## src/rtl/mc_pkg.sv

```systemverilog
// Shared constants and state encoding for the program-memory loader slice.
package mc_pkg;

    // Default instruction word width and program memory address width.
    localparam int MC_INST_W = 12;
    localparam int MC_ADDR_W = 8;

    // Loader session states. CHECK and ERR are reachable only in the
    // checksum build; the encoding is shared so debug views stay stable.
    typedef enum logic [2:0] {
        ST_IDLE  = 3'd0,
        ST_LOAD  = 3'd1,
        ST_CHECK = 3'd2,
        ST_DONE  = 3'd3,
        ST_ERR   = 3'd4
    } state_e;

    // True in the states where a new session may be started.
    function automatic logic start_allowed(input state_e s);
        return (s == ST_IDLE) || (s == ST_DONE) || (s == ST_ERR);
    endfunction

endpackage

```

## src/rtl/pmem_load_ctrl.sv

```systemverilog
// Program memory load controller.
// Streams prog_len instruction words from a valid/ready source into program
// memory, then pulses core_clr once so the core restarts from a clean state.
// Optional build macro LOAD_CHECKSUM_EN adds a trailer word compared against
// the mod-2^INST_W sum of the loaded words (CHECK/ERR states, err flag).
//
// Handshake: a source word moves only on a rising edge where in_valid and
// in_ready are both high; in_ready depends on state only, never on in_valid,
// and in_valid may be raised or dropped freely between transfers.
module pmem_load_ctrl
    import mc_pkg::*;
#(
    parameter int INST_W = MC_INST_W,
    parameter int ADDR_W = MC_ADDR_W
) (
    input  logic              clk,
    input  logic              rst,
    input  logic              start,
    input  logic              abort,
    input  logic [ADDR_W-1:0] prog_len,
    input  logic              in_valid,
    input  logic [INST_W-1:0] in_data,
    output logic              in_ready,
    output logic              pmem_le,
    output logic [ADDR_W-1:0] pmem_addr,
    output logic [INST_W-1:0] pmem_data,
    output logic              busy,
    output logic              load_done,
    output logic              core_clr,
    output logic              err,
    output state_e            state_dbg
);

    state_e            state_q, state_d;
    logic [ADDR_W-1:0] len_q, len_d;
    logic [ADDR_W-1:0] cnt_q, cnt_d;
    logic              le_q, le_d;
    logic [ADDR_W-1:0] addr_q, addr_d;
    logic [INST_W-1:0] data_q, data_d;
    logic              clr_q, clr_d;
`ifdef LOAD_CHECKSUM_EN
    logic [INST_W-1:0] sum_q, sum_d;
`endif

    logic start_ok;
    logic xfer;
    logic last_word;

    // A start is honoured only outside an active session.
    assign start_ok  = start && start_allowed(state_q);
    assign in_ready  = (state_q == ST_LOAD) || (state_q == ST_CHECK);
    assign xfer      = in_valid && in_ready;
    assign last_word = (cnt_q == (len_q - ADDR_W'(1)));

    // State and datapath registers; reset discards any partial session.
    always_ff @(posedge clk or posedge rst) begin
        if (rst) begin
            state_q <= ST_IDLE;
            len_q   <= '0;
            cnt_q   <= '0;
            le_q    <= 1'b0;
            addr_q  <= '0;
            data_q  <= '0;
            clr_q   <= 1'b0;
`ifdef LOAD_CHECKSUM_EN
            sum_q   <= '0;
`endif
        end else begin
            state_q <= state_d;
            len_q   <= len_d;
            cnt_q   <= cnt_d;
            le_q    <= le_d;
            addr_q  <= addr_d;
            data_q  <= data_d;
            clr_q   <= clr_d;
`ifdef LOAD_CHECKSUM_EN
            sum_q   <= sum_d;
`endif
        end
    end

    // Next-state, write-port and core-clear decisions.
    always_comb begin
        state_d = state_q;
        len_d   = len_q;
        cnt_d   = cnt_q;
        le_d    = 1'b0;
        addr_d  = addr_q;
        data_d  = data_q;
        clr_d   = 1'b0;
`ifdef LOAD_CHECKSUM_EN
        sum_d   = sum_q;
`endif

        case (state_q)
            ST_IDLE, ST_DONE, ST_ERR: begin
                // abort is meaningless here and deliberately not looked at.
                if (start_ok) begin
                    if (prog_len == '0) begin
                        // Empty program: nothing to load, restart the core.
                        state_d = ST_DONE;
                        clr_d   = 1'b1;
                    end else begin
                        state_d = ST_LOAD;
                        len_d   = prog_len;
                        cnt_d   = '0;
`ifdef LOAD_CHECKSUM_EN
                        sum_d   = '0;
`endif
                    end
                end
            end

            ST_LOAD: begin
                // abort wins over a word arriving in the same cycle.
                if (abort) begin
                    state_d = ST_IDLE;
                end else if (xfer) begin
                    le_d   = 1'b1;
                    addr_d = cnt_q;
                    data_d = in_data;
                    cnt_d  = cnt_q + ADDR_W'(1);
`ifdef LOAD_CHECKSUM_EN
                    sum_d  = sum_q + in_data;
`endif
                    if (last_word) begin
`ifdef LOAD_CHECKSUM_EN
                        state_d = ST_CHECK;
`else
                        state_d = ST_DONE;
                        clr_d   = 1'b1;
`endif
                    end
                end
            end

`ifdef LOAD_CHECKSUM_EN
            ST_CHECK: begin
                // The trailer is compared, never written to program memory.
                if (abort) begin
                    state_d = ST_IDLE;
                end else if (xfer) begin
                    if (in_data == sum_q) begin
                        state_d = ST_DONE;
                        clr_d   = 1'b1;
                    end else begin
                        state_d = ST_ERR;
                    end
                end
            end
`endif

            default: begin
                state_d = ST_IDLE;
            end
        endcase
    end

    assign pmem_le   = le_q;
    assign pmem_addr = addr_q;
    assign pmem_data = data_q;
    assign busy      = in_ready;
    assign load_done = (state_q == ST_DONE);
    assign core_clr  = clr_q;
    assign state_dbg = state_q;
`ifdef LOAD_CHECKSUM_EN
    assign err       = (state_q == ST_ERR);
`else
    assign err       = 1'b0;
`endif

endmodule

```

## config.mk

```make
export PLATFORM = sky130hd
export DESIGN_NAME = pmem_load_ctrl
export DESIGN_NICKNAME = d
export VERILOG_FILES = /design/src/rtl/mc_pkg.sv /design/src/rtl/pmem_load_ctrl.sv
export SDC_FILE = /design/constraint.sdc
export NUM_CORES = 1
export LEC_CHECK = 0
export BUFFER_PORTS_ARGS = -buffer_cell sky130_fd_sc_hd__buf_2
export CORE_MARGIN = 2
export CORE_UTILIZATION = 55
export DETAILED_ROUTE_END_ITERATION = 7
export HOLD_SLACK_MARGIN = 0.03
export PLACE_DENSITY = 0.85
export SYNTH_ARGS = -nofsm -noshare
export SYNTH_HDL_FRONTEND = slang
export SYNTH_SLANG_ARGS = --single-unit
```

## constraint.sdc

```tcl
create_clock -name clk -period 4.35 [get_ports clk]
set_input_delay 0.6525 -clock clk [delete_from_list [all_inputs] [get_ports clk]]
set_output_delay 0.6525 -clock clk [all_outputs]
set_load 0.005 [all_outputs]
```

After elaboration in Yosys (flattened, before gate mapping) --
Cells that the tools add are included.
Storage, ports and cells: register bits 41, input port bits 25, output and inout bits 29, logic and storage cells 55
Operators by class: $add $sub $neg 2, eq/ne operators 11, multiplexer cells 20, bitwise logic cells 2, reduce and logical (&&, ||, !) cells 13
Operators by type and width (number):
- $mux W8 | 4
- $pmux W8 S2 | 1
- $mux W3 | 4
- $reduce_and A3 Y1 | 3
- $add A8 B1 Y8 const B | 1
- $eq A8 B8 Y1 | 1
- $logic_not A8 Y1 | 1
- $mux W1 | 8
- $ne A2 B2 Y1 const B | 4
- $sub A8 B1 Y8 const B | 1
- $eq A3 B2 Y1 const B | 2
- $ne A3 B3 Y1 const B | 2
- $pmux W3 S2 | 1
- $reduce_and A5 Y1 | 1
- $eq A3 B1 Y1 const B | 1
- $eq A3 B3 Y1 const B | 1
- $logic_not A3 Y1 | 1
- $logic_or A1 B1 Y1 | 3
- $reduce_or A3 Y1 | 1
- $logic_and A1 B1 Y1 | 2
- $mux W2 | 1
- $not A1 Y1 | 2
- $pmux W1 S2 | 1
- $reduce_bool A2 Y1 | 1

Longest topological paths before layout --
Gate-level depths: netlist of the first run.
word-level depth 6, gate-level depth with buffers 9, gate-level depth less buffers 8

Least setup slack after synthesis of the first run --
Ideal clock, no wire load.
kind register -> register, start register state_q[0], in the netlist state_dbg[0], end register data_q[10], in the netlist pmem_data[10], setup time 0.125 ns, arrival time 2.033 ns, required time 4.225 ns, slack 2.192 ns, stages on the path, launching flop included 8, buffers on the path 3, period minus slack after synthesis 2.158 ns, cells stage by stage dfrtp_1 > inv_1 > ha_1 > clkbuf_1 > nor4bb_1 > buf_2 > buf_2 > mux2_2
Between the ends: cells in the longest elaborated chain, start to end 4, elaborated cells between the ends (all ways) 5, classes of those cells 2 x eq/ne; 3 x reduce/logical
Ends and longest elaborated chain:
- start, declared | RTL line pmem_load_ctrl.sv:34 | state_e state_q, state_d;
- start signal, assigned | RTL line pmem_load_ctrl.sv:69 | state_q <= state_d;
- $eq A3 B1 Y1 or $eq A3 B2 Y1 (tied branches) | RTL line pmem_load_ctrl.sv:51, pmem_load_ctrl.sv:95
- $logic_or A1 B1 Y1 | RTL line pmem_load_ctrl.sv:51 | assign in_ready = (state_q == ST_LOAD) || (state_q == ST_CHECK);
- $logic_and A1 B1 Y1 | RTL line pmem_load_ctrl.sv:52 | assign xfer = in_valid && in_ready;
- $reduce_and A3 Y1 (no line) *
- end signal, assigned | RTL line pmem_load_ctrl.sv:74 | data_q <= data_d;
- end, declared | RTL line pmem_load_ctrl.sv:39 | logic [INST_W-1:0] data_q, data_d;
Mark *: on every way between the ends. The rest lies on a longest branch, timed or not. A chain may end at the register's enable or synchronous reset.

Worst setup path after layout of the first run --
start register state_q[0], in the netlist state_dbg[0], end register cnt_q[7]
Between the ends: cells in the longest elaborated chain, start to end 6, elaborated cells between the ends (all ways) 18, classes of those cells 8 x eq/ne; 1 x mux; 9 x reduce/logical
Ends and longest elaborated chain:
- $eq A3 B2 Y1 or $logic_not A3 Y1 (tied branches) | RTL line mc_pkg.sv:20, pmem_load_ctrl.sv:95
- $logic_or A1 B1 Y1 (2 in series) | RTL line mc_pkg.sv:20 | return (s == ST_IDLE) || (s == ST_DONE) || (s == ST_ERR);
- $logic_and A1 B1 Y1 | RTL line pmem_load_ctrl.sv:50 | assign start_ok = start && start_allowed(state_q);
- $ne A2 B2 Y1 (no line)
- $reduce_and A5 Y1 (no line)
- end signal, assigned | RTL line pmem_load_ctrl.sv:71 | cnt_q <= cnt_d;
- end, declared | RTL line pmem_load_ctrl.sv:36 | logic [ADDR_W-1:0] cnt_q, cnt_d;
Several ways; a longest one is shown, not always the timed one.

==> results of run 1 <==
layout make-up:
type | count | area (µm²)
Tap cell | 48 | 60.1
Multi-Input combinational cell | 124 | 968
Clock buffer | 5 | 68.8
Sequential cell | 40 | 1000
Fill cell | 287 | 1190
Inverter | 9 | 33.8
Clock inverter | 2 | 12.5
Timing Repair Buffer | 53 | 270
cells by family after synthesis:
logic type,synth area share
AND/OR/NAND/NOR,0.139
AO/OA/AOI/OAI,0.0881
adder cells (fa/ha/maj),0.0308
multiplexers,0.139
flip-flops,0.493
other,0.00185
XOR/XNOR,0.0690
buffers and inverters,0.0394
state kept, by name, summed over array words and instances (netlist names):
register,flops
state_dbg,2
cnt_q,8
len_q,8
pmem_le,1
core_clr,1
pmem_data,12
pmem_addr,8
routing by layer:
layer  track usage  part of all wire  wire (µm)  vias up
li1              -                 -          -      726
met1         0.260              0.46       1710      700
met2         0.309              0.48       1790       44
met3        0.0556             0.054        199        2
met4        0.0479            0.0022          8        0
met5             0                 0          0        -
Yosys cell counts, types with 2 or more instances:
cell      number
buf_2          3
xor2_1         9
nor2_1        15
or4_1          2
o21ai_0        6
ha_1           5
a21oi_1        4
nand2_1       11
nand4_1        5
buf_4          3
o211ai_1       2
o211ai_2       2
dfrtp_1       40
nand2b_1       3
mux2_2        25
nand3_1        4
and3_1         2
inv_1          9
nor3_1         3
nand3b_1       2
xnor2_1        7
nor2b_1        2
worst max-delay path, cell delays in order, from the launching register on:
cell and delay [ns]:
dfrtp_1 0.42, inv_1 0.06, ha_1 0.41, nor4bb_4 0.72, nand2_1 0.16, nor2_1 0.24, nand3_1 0.13, xor2_1 0.14
nor2_1 0.06
stage by stage:
stage	instance area [µm²]	worst slack, ns	cells
after floorplan	2030	2.19	181
after global placement	2330	1.90	274
after detailed placement	2330	1.82	274
after CTS	2410	1.82	281
after global routing	2410	1.54	281
final	2410	1.86	281
where the power goes:
part	leakage, nW	internal, mW	switching [mW]
combinational	0.622	0.326	0.310
clock	0.0400	0.108	0.124
sequential	0.514	0.496	0.102
layout by cell type (no fill, tap or decap), types with 2 or more instances in the layout:
cell / instances
nand2b_1: 3
nor2b_1: 2
xor2_1: 9
ha_1: 5
o211ai_2: 2
o211ai_1: 2
nand2_1: 11
nor3_1: 3
nand3_1: 4
a21oi_1: 4
dfrtp_1: 40
inv_1: 9
and3_1: 2
buf_2: 51
clkbuf_8: 5
mux2_2: 25
nand4_1: 5
buf_4: 2
xnor2_1: 7
nand3b_1: 2
o21ai_0: 6
conb_1: 2
nor2_1: 15
or4_1: 2
final timing paths:
path / end / from / slack (ns) / cells past startpoint
worst max-delay path: cnt_q[7]$_DFFE_PP0P_ / state_dbg[0]$_DFFE_PP0P_ / 1.86 / 8
worst min-delay path: pmem_data[11]$_DFFE_PP0P_ / rst / 0.46 / 3
worst max register to register: cnt_q[7]$_DFFE_PP0P_ / state_dbg[0]$_DFFE_PP0P_ / 1.86 / 8
worst min register to register: pmem_addr[1]$_DFFE_PP0P_ / pmem_addr[1]$_DFFE_PP0P_ / 0.51 / 1
max in group asynchronous: len_q[2]$_DFFE_PP0P_ / rst / 3.54 / 3
min in group clk: pmem_addr[1]$_DFFE_PP0P_ / pmem_addr[1]$_DFFE_PP0P_ / 0.51 / 1
==> flow_summary.toml, run 1 <==
[status]
status = "finished clean"

[drt]
drc = 0
wire_per_inst_um = 13.2
drt-initial-drc-count = 76
vias_per_cell = 5.24
num_vias = 1472
drtAntennaViolNets = 0
firstDrtPassIters = 4
routed_wl_mm = 3.71

[power_and_ir_drop]
powerDensity_mw_per_mm2 = 607
peakVddDrop_mv = 0.319
total_power_mw = 1.47
p_leak_nw = 1.18

[worst_hold_path]
hold_path_class = "in -> async"

[timing]
max_freq_mhz = 401
skew_ns = 0.00799
tightest_slew_ns = 0.983
hold_viol = 0
timing.final.crit_share = 0.573
finalSetupViolations = 0
period_minus_slack_ns = 2.49
slew_violations = 0
relSlewSlack = 0.340
holdWs_ns = 0.461
setup_tns_ns = 0
rsz0062_at_grt = "no"

[synthesis]
yosysWarnings = 0
async_flop_share = 1.00
synth_top_area_frac = 0.493
synthTopCellsByArea = "dfrtp_1 (49%), mux2_2 (14%), xor2_1 (3.9%), ha_1 (3.1%), xnor2_1 (3.0%)"
syn_area_mm2 = 0.00203
synth_seq_cells = 40
synthFlopType = "dfrtp_1"
synth_cell_types = 38
avgSynthCellArea_um2 = 11.3
synth_area_leader_cell = "dfrtp_1"
ys_seq_area_frac = 0.493
synth_edf_count = 0
synthCells = 180

[clock_tree]
htree_levels = 2
cts_made_buffers = 5
clk_latency_ns = 0.29
cts.sinks = 40
cts_resized = 0
cts_tree = "done"
cts_setup_buffers = 0
root_buffer = "clkbuf_8"
clockBufferDepth = 2
clkSlewWorstSetupHoldPaths_ns = 0.08
hold_buffers = 0

[floorplanning]
die_x_um = 64.8
coreArea_mm2 = 0.00361
die_y_um = 64.8
rows = 22
dieArea_mm2 = 0.00419
start_util = 0.563
ios = 54

[place]
hpwl_mm = 2.84
io_buffers = 51
gp_congestion = 0.846

[setup_path]
cp_max_fo = 13
worstPathRequired_ns = 4.49
critPathCaptureType = "flop"
startpoint_type = "flop"
crit_arrival_ns = 2.63
crit_type = "reg -> reg"

[global_routing]
antenna_found_initial = 0
overflow = 0
grt_usage = 0.193
grt_pass1_vias = 1371
grt_pass1_wl_mm = 6.24
grt_max_degree = 41

[cells_and_area]
layout.nets = 263
area_delta_synth_final_pct = 18.9
antennaDiodeCount = 0
drive_above_1_share = 0.395
post-route-util = 0.670

[job]
maxCapViolCount = 0
No activity file was read; power rests on OpenSTA's default activity.
==> inputs of run 2 (changes only) <==
--- a/config.mk
+++ b/config.mk
@@ -5,12 +5,13 @@
 export SDC_FILE = /design/constraint.sdc
 export NUM_CORES = 1
 export LEC_CHECK = 0
+export ABC_AREA = 1
 export BUFFER_PORTS_ARGS = -buffer_cell sky130_fd_sc_hd__buf_2
 export CORE_MARGIN = 2
-export CORE_UTILIZATION = 55
+export CORE_UTILIZATION = 47
 export DETAILED_ROUTE_END_ITERATION = 7
 export HOLD_SLACK_MARGIN = 0.03
-export PLACE_DENSITY = 0.85
+export PLACE_DENSITY = 0.77
 export SYNTH_ARGS = -nofsm -noshare
 export SYNTH_HDL_FRONTEND = slang
 export SYNTH_SLANG_ARGS = --single-unit
==> constraint.sdc (replaced) <==
create_clock -name clk -period 2.05 [get_ports clk]
set_input_delay 0.3075 -clock clk [delete_from_list [all_inputs] [get_ports clk]]
set_output_delay 0.3075 -clock clk [all_outputs]
set_load 0.005 [all_outputs]
==> flow_summary.toml, run 2 <==
[status]
status = "finished clean"

[setup_path]
worstPathRequired_ns = 2.24
rr_startpoint = "state_dbg[0]$_DFFE_PP0P_"
critPathCaptureType = "flop"
cp_top_family = "simple AND/OR/NAND/NOR gates"
startpoint_type = "flop"
reg2reg_slack_ns = 0.27
cp_max_fo = 5
cp_num_buf_inv = 1
reg2regPathDepth = 12
slowest_delay_ns = 0.42
rr_endpoint = "state_dbg[0]$_DFFE_PP0P_"
cpMostUsedCell = "nand2_1"
crit_type = "reg -> reg"
crit_arrival_ns = 1.97
crit_path_top_delay_cell = "dfrtp_1"
cp_cell_sequence = "inv_1 > ha_1 > nor2_1 > nand3_1 > nor2_2 > nand2_1 > nor2_1 > nand3_1 > nand2_2 > nand2_1 > nand2_1 > nand2_1"

[place]
io_buffers = 51
hpwl_mm = 3.17
gp_congestion = 0.782

[floorplanning]
dieArea_mm2 = 0.00506
ios = 54
die_x_um = 71.1
start_util = 0.486
die_y_um = 71.1
rows = 24
coreArea_mm2 = 0.00435

[timing]
period_minus_slack_ns = 1.78
max_freq_mhz = 562
skew_ns = 0.00502
rsz0062_at_grt = "no"
slew_violations = 0
finalSetupViolations = 0
hold_viol = 0
setup_tns_ns = 0
timing.final.crit_share = 0.867

[synthesis]
async_flop_share = 1.00
syn_area_mm2 = 0.00212
avgSynthCellArea_um2 = 7.73
synth_most_common_cell = "nand2_1"
synth_seq_cells = 40
synthTopCellsByArea = "dfrtp_1 (47%), nand2_1 (18%), inv_1 (4.8%), nand3_1 (3.5%), xor2_1 (3.3%)"
synth_cell_types = 24
yosysWarnings = 0
synthFlopType = "dfrtp_1"
ys_seq_area_frac = 0.473
synthCells = 274
netlist_top_cells_count = "nand2_1 (100), dfrtp_1 (40), inv_1 (27), nand3_1 (15), nor2_1 (14)"
synth_edf_count = 0
synth_top_area_frac = 0.473
synth_area_leader_cell = "dfrtp_1"

[power_and_ir_drop]
total_power_mw = 3.35
p_clk_frac = 0.189
p_leak_nw = 1.44
peakVddDrop_mv = 0.583
powerDensity_mw_per_mm2 = 1330
p_sw_mw = 1.34
intPower_mw = 2.01
combPwrFrac = 0.429
swShare = 0.400
pwr-share-seq = 0.381

[clock_tree]
clkSlewWorstSetupHoldPaths_ns = 0.08
clockBufferDepth = 2
cts_resized = 0
cts.sinks = 40
cts_made_buffers = 5
cts_setup_buffers = 0
htree_levels = 2
cts_tree = "done"
hold_buffers = 0
root_buffer = "clkbuf_8"
clk_latency_ns = 0.29

[drt]
wire_per_inst_um = 11.4
vias_per_cell = 4.80
drtAntennaViolNets = 0
routed_wl_mm = 4.35
drc = 0
drt-initial-drc-count = 106
num_vias = 1829
firstDrtPassIters = 4

[cells_and_area]
drive_above_1_share = 0.243
layout.cells.most_common = "nand2_1"
final_cell_mix = "nand2_1 (100), buf_2 (51), dfrtp_1 (40)"
layout.nets = 358
largest_register_ffs = 12
filler_cell_count = 404
antennaDiodeCount = 0
area_delta_synth_final_pct = 19.3

[worst_hold_path]
hold_path_class = "in -> async"

[global_routing]
grt_pass1_vias = 1716
grt_max_degree = 41
antenna_found_initial = 0
overflow = 0
grt_usage = 0.180
grt_pass1_wl_mm = 7.28

[job]
maxCapViolCount = 0
run 2: layer usage:
layer | track usage | up-vias | part of all wire
met5 | 0 | - | 0
met4 | 0.0650 | 0 | 0.019
met3 | 0.0427 | 10 | 0.058
met2 | 0.303 | 61 | 0.45
met1 | 0.227 | 806 | 0.47
li1 | - | 952 | -
run 2: power groups by stage:
stage                     sequential [mW]  combinational, mW  clock, mW
after global placement               1.28               1.41          0
after detailed placement             1.29               1.44          0
final                                1.28               1.44      0.635
after global routing                 1.31               1.65      0.677
after floorplan                      1.28              0.989          0
after CTS                            1.28               1.45      0.654
run 2: worst register-to-register path, stage by stage (launching register included):
cell and delay (ns):
dfrtp_1 0.42, inv_1 0.06, ha_1 0.34, nor2_1 0.17, nand3_1 0.11, nor2_2 0.08, nand2_1 0.05, nor2_1 0.11
nand3_1 0.09, nand2_2 0.08, nand2_1 0.06, nand2_1 0.06, nand2_1 0.05
run 2: area by class of cell:
cell class | instances | area [µm²] | share of cell area
clock buffers | 6 | 72.6 | 0.0287
clock inverters | 2 | 35.0 | 0.0139
inverters | 36 | 135 | 0.0535
multi-input cells | 190 | 932 | 0.369
flip-flops and latches | 40 | 1000 | 0.396
well taps | 52 | 65.1 | 0.0258
repair buffers | 55 | 285 | 0.113
run 2: per-stage QoR:
stage,instance area [µm²],util,setup WS (ns),instances,hold slack [ns]
2_1_floorplan,2120,-,0.384,275,0.424
3_3_place_gp,2420,0.555,0.321,373,0.448
3_5_place_dp,2420,0.555,0.264,373,0.453
4_1_cts,2530,0.580,0.248,381,0.150
5_1_grt,2530,0.580,0.0843,381,0.209
6_report,2530,0.580,0.272,381,0.140
run 2: logic make-up after synthesis:
logic type                 after synthesis  synth area share
AOI/OAI and AO/OA                       26            0.0626
xor gates and xnor gates                10            0.0414
adders and majority gates                5            0.0296
buffers and inverters                   45            0.0887
DFF                                     40             0.473
other                                    1           0.00177
and+or+nand+nor                        147             0.303
run 2: how the worst max path moves through the flow:
stage                                        start                  endpoint  depth (start not counted)
after floorplan           state_dbg[0]$_DFFE_PP0P_      cnt_q[4]$_DFFE_PP0P_                          9
after global placement    state_dbg[0]$_DFFE_PP0P_      cnt_q[4]$_DFFE_PP0P_                          9
after detailed placement  state_dbg[0]$_DFFE_PP0P_  state_dbg[0]$_DFFE_PP0P_                         12
after CTS                 state_dbg[0]$_DFFE_PP0P_  state_dbg[0]$_DFFE_PP0P_                         12
after global routing      state_dbg[0]$_DFFE_PP0P_  state_dbg[1]$_DFFE_PP0P_                         12
final                     state_dbg[0]$_DFFE_PP0P_  state_dbg[0]$_DFFE_PP0P_                         12
==> inputs of run 3 (changes only) <==
--- a/config.mk
+++ b/config.mk
@@ -5,7 +5,7 @@
 export SDC_FILE = /design/constraint.sdc
 export NUM_CORES = 1
 export LEC_CHECK = 0
-export ABC_AREA = 1
+export ABC_AREA = 0
 export BUFFER_PORTS_ARGS = -buffer_cell sky130_fd_sc_hd__buf_2
 export CORE_MARGIN = 2
 export CORE_UTILIZATION = 47
==> flow_summary.toml, run 3 (synthesis gave the netlist of run 1 again) <==
[status]
status = "finished clean"

[floorplanning]
die_x_um = 69.7
coreArea_mm2 = 0.00409
ios = 54
dieArea_mm2 = 0.00486
die_y_um = 69.7
start_util = 0.497
rows = 23

[power_and_ir_drop]
intPower_mw = 2.27
swShare = 0.352
p_leak_nw = 1.26
pwr-share-seq = 0.361
p_sw_mw = 1.23
peakVddDrop_mv = 0.707
powerDensity_mw_per_mm2 = 1360
combPwrFrac = 0.461
p_clk_frac = 0.179

[cells_and_area]
drive_above_1_share = 0.453
instances_no_fill = 295
fin_area_mm2 = 0.00258
layout.nets = 274
post-route-util = 0.632
antennaDiodeCount = 0
filler_cell_count = 344
final_cell_mix = "buf_2 (51), dfrtp_1 (40), mux2_2 (25)"
layout.cells.most_common = "buf_2"
largest_register_ffs = 12
area_delta_synth_final_pct = 27.2

[setup_path]
crit_arrival_ns = 2.15
crit_type = "reg -> reg"
cp_top_family = "compound AO/OA/AOI/OAI gates"
cp_num_buf_inv = 1
critPathCaptureType = "flop"
startpoint_type = "flop"
slowest_delay_ns = 0.44
worstPathRequired_ns = 2.22
crit_path_top_delay_cell = "a2111oi_4"
cp_max_fo = 5
cp_cell_sequence = "inv_2 > ha_4 > or2b_1 > a21oi_2 > a311o_1 > a2111oi_4 > o21ba_2 > o211ai_2"

[global_routing]
grt_usage = 0.185
grt_pass1_wl_mm = 7.10
grt_pass1_vias = 1483
grt_max_degree = 29
overflow = 0
antenna_found_initial = 0

[timing]
hold_viol = 0
slew_violations = 0
skew_ns = 0.00599
tightest_slew_ns = 0.618
period_minus_slack_ns = 1.98
max_freq_mhz = 506
timing.final.crit_share = 0.964
rsz0062_at_grt = "yes"
finalSetupViolations = 0
relSlewSlack = 0.587

[job]
maxCapViolCount = 0

[clock_tree]
cts_made_buffers = 5
htree_levels = 2
root_buffer = "clkbuf_8"
clkSlewWorstSetupHoldPaths_ns = 0.07
hold_buffers = 0
cts.sinks = 40
clockBufferDepth = 2
cts_tree = "done"
clk_latency_ns = 0.30

[drt]
vias_per_cell = 5.25
drc = 0
routed_wl_mm = 4.14
drt-initial-drc-count = 54
drtAntennaViolNets = 0
firstDrtPassIters = 4
wire_per_inst_um = 14.0
num_vias = 1548

[place]
dp.cells = 284
io_buffers = 51
place_area_mm2 = 0.00241
hpwl_mm = 3.04
gp_congestion = 0.809

[worst_hold_path]
hold_path_class = "in -> async"
run 3: stage by stage:
step	total power [mW]	hold WS, ns	TNS, ns	setup slack, ns
floorplan	2.24	0.424	0	0.0116
global placement	2.70	0.394	0	0.0294
detailed placement	2.75	0.405	-0.0509	-0.0284
CTS	3.44	0.0932	0	0.0193
global route	3.78	0.104	-0.0345	-0.0133
finish	3.51	0.0750	0	0.0735
run 3: layout make-up:
type                            instances  area (µm²)  share of cell area
Timing Repair Buffer                   64         369               0.143
Clock inverter                          2        35.0              0.0136
Multi-Input combinational cell        124        1010               0.391
Tap cell                               50        62.6              0.0242
Inverter                                9        33.8              0.0131
Sequential cell                        40        1000               0.387
Clock buffer                            6        72.6              0.0281
run 3: worst paths after layout:
path	from	end	slack, ns	depth (start not counted)
setup / recovery	len_q[0]$_DFFE_PP0P_	state_dbg[1]$_DFFE_PP0P_	0.07	8
hold / removal	rst	pmem_data[5]$_DFFE_PP0P_	0.08	2
setup reg to reg	len_q[0]$_DFFE_PP0P_	state_dbg[1]$_DFFE_PP0P_	0.07	8
hold reg to reg	pmem_data[0]$_DFFE_PP0P_	pmem_data[0]$_DFFE_PP0P_	0.50	1
max in group asynchronous	rst	cnt_q[5]$_DFFE_PP0P_	1.42	3
min in group clk	in_data[11]	pmem_data[11]$_DFFE_PP0P_	0.24	2
run 3: worst register-to-register path: stages, from the launching register on:
cell	delay, ns
dfrtp_1	0.37
inv_2	0.06
ha_4	0.16
or2b_1	0.16
a21oi_2	0.05
a311o_1	0.32
a2111oi_4	0.44
o21ba_2	0.22
o211ai_2	0.08
run 3: what timing repair did:
| action | in CTS | in global routing |
|---|---|---|
| pin swaps | 5 | 5 |
| setup endpoints to repair | 3 | 31 |
| hold endpoints to repair | 0 | 0 |
| resized for setup | 2 | 9 |
| buffers inserted | 2 | 1 |
run 3: routing by layer:
metal  vias up  GRT usage  part of all wire
met4         0     0.0705             0.022
met5         -          0                 0
met1       748      0.232              0.43
li1        759          -                 -
met2        33      0.306              0.51
met3         8     0.0494             0.038
run 3: power groups by stage:
stage	registers (mW)	logic, mW	clock network (mW)
5_1_grt	1.31	1.79	0.678
6_report	1.26	1.62	0.627
2_1_floorplan	1.26	0.982	0
3_3_place_gp	1.25	1.45	0
3_5_place_dp	1.26	1.49	0
4_1_cts	1.24	1.56	0.642
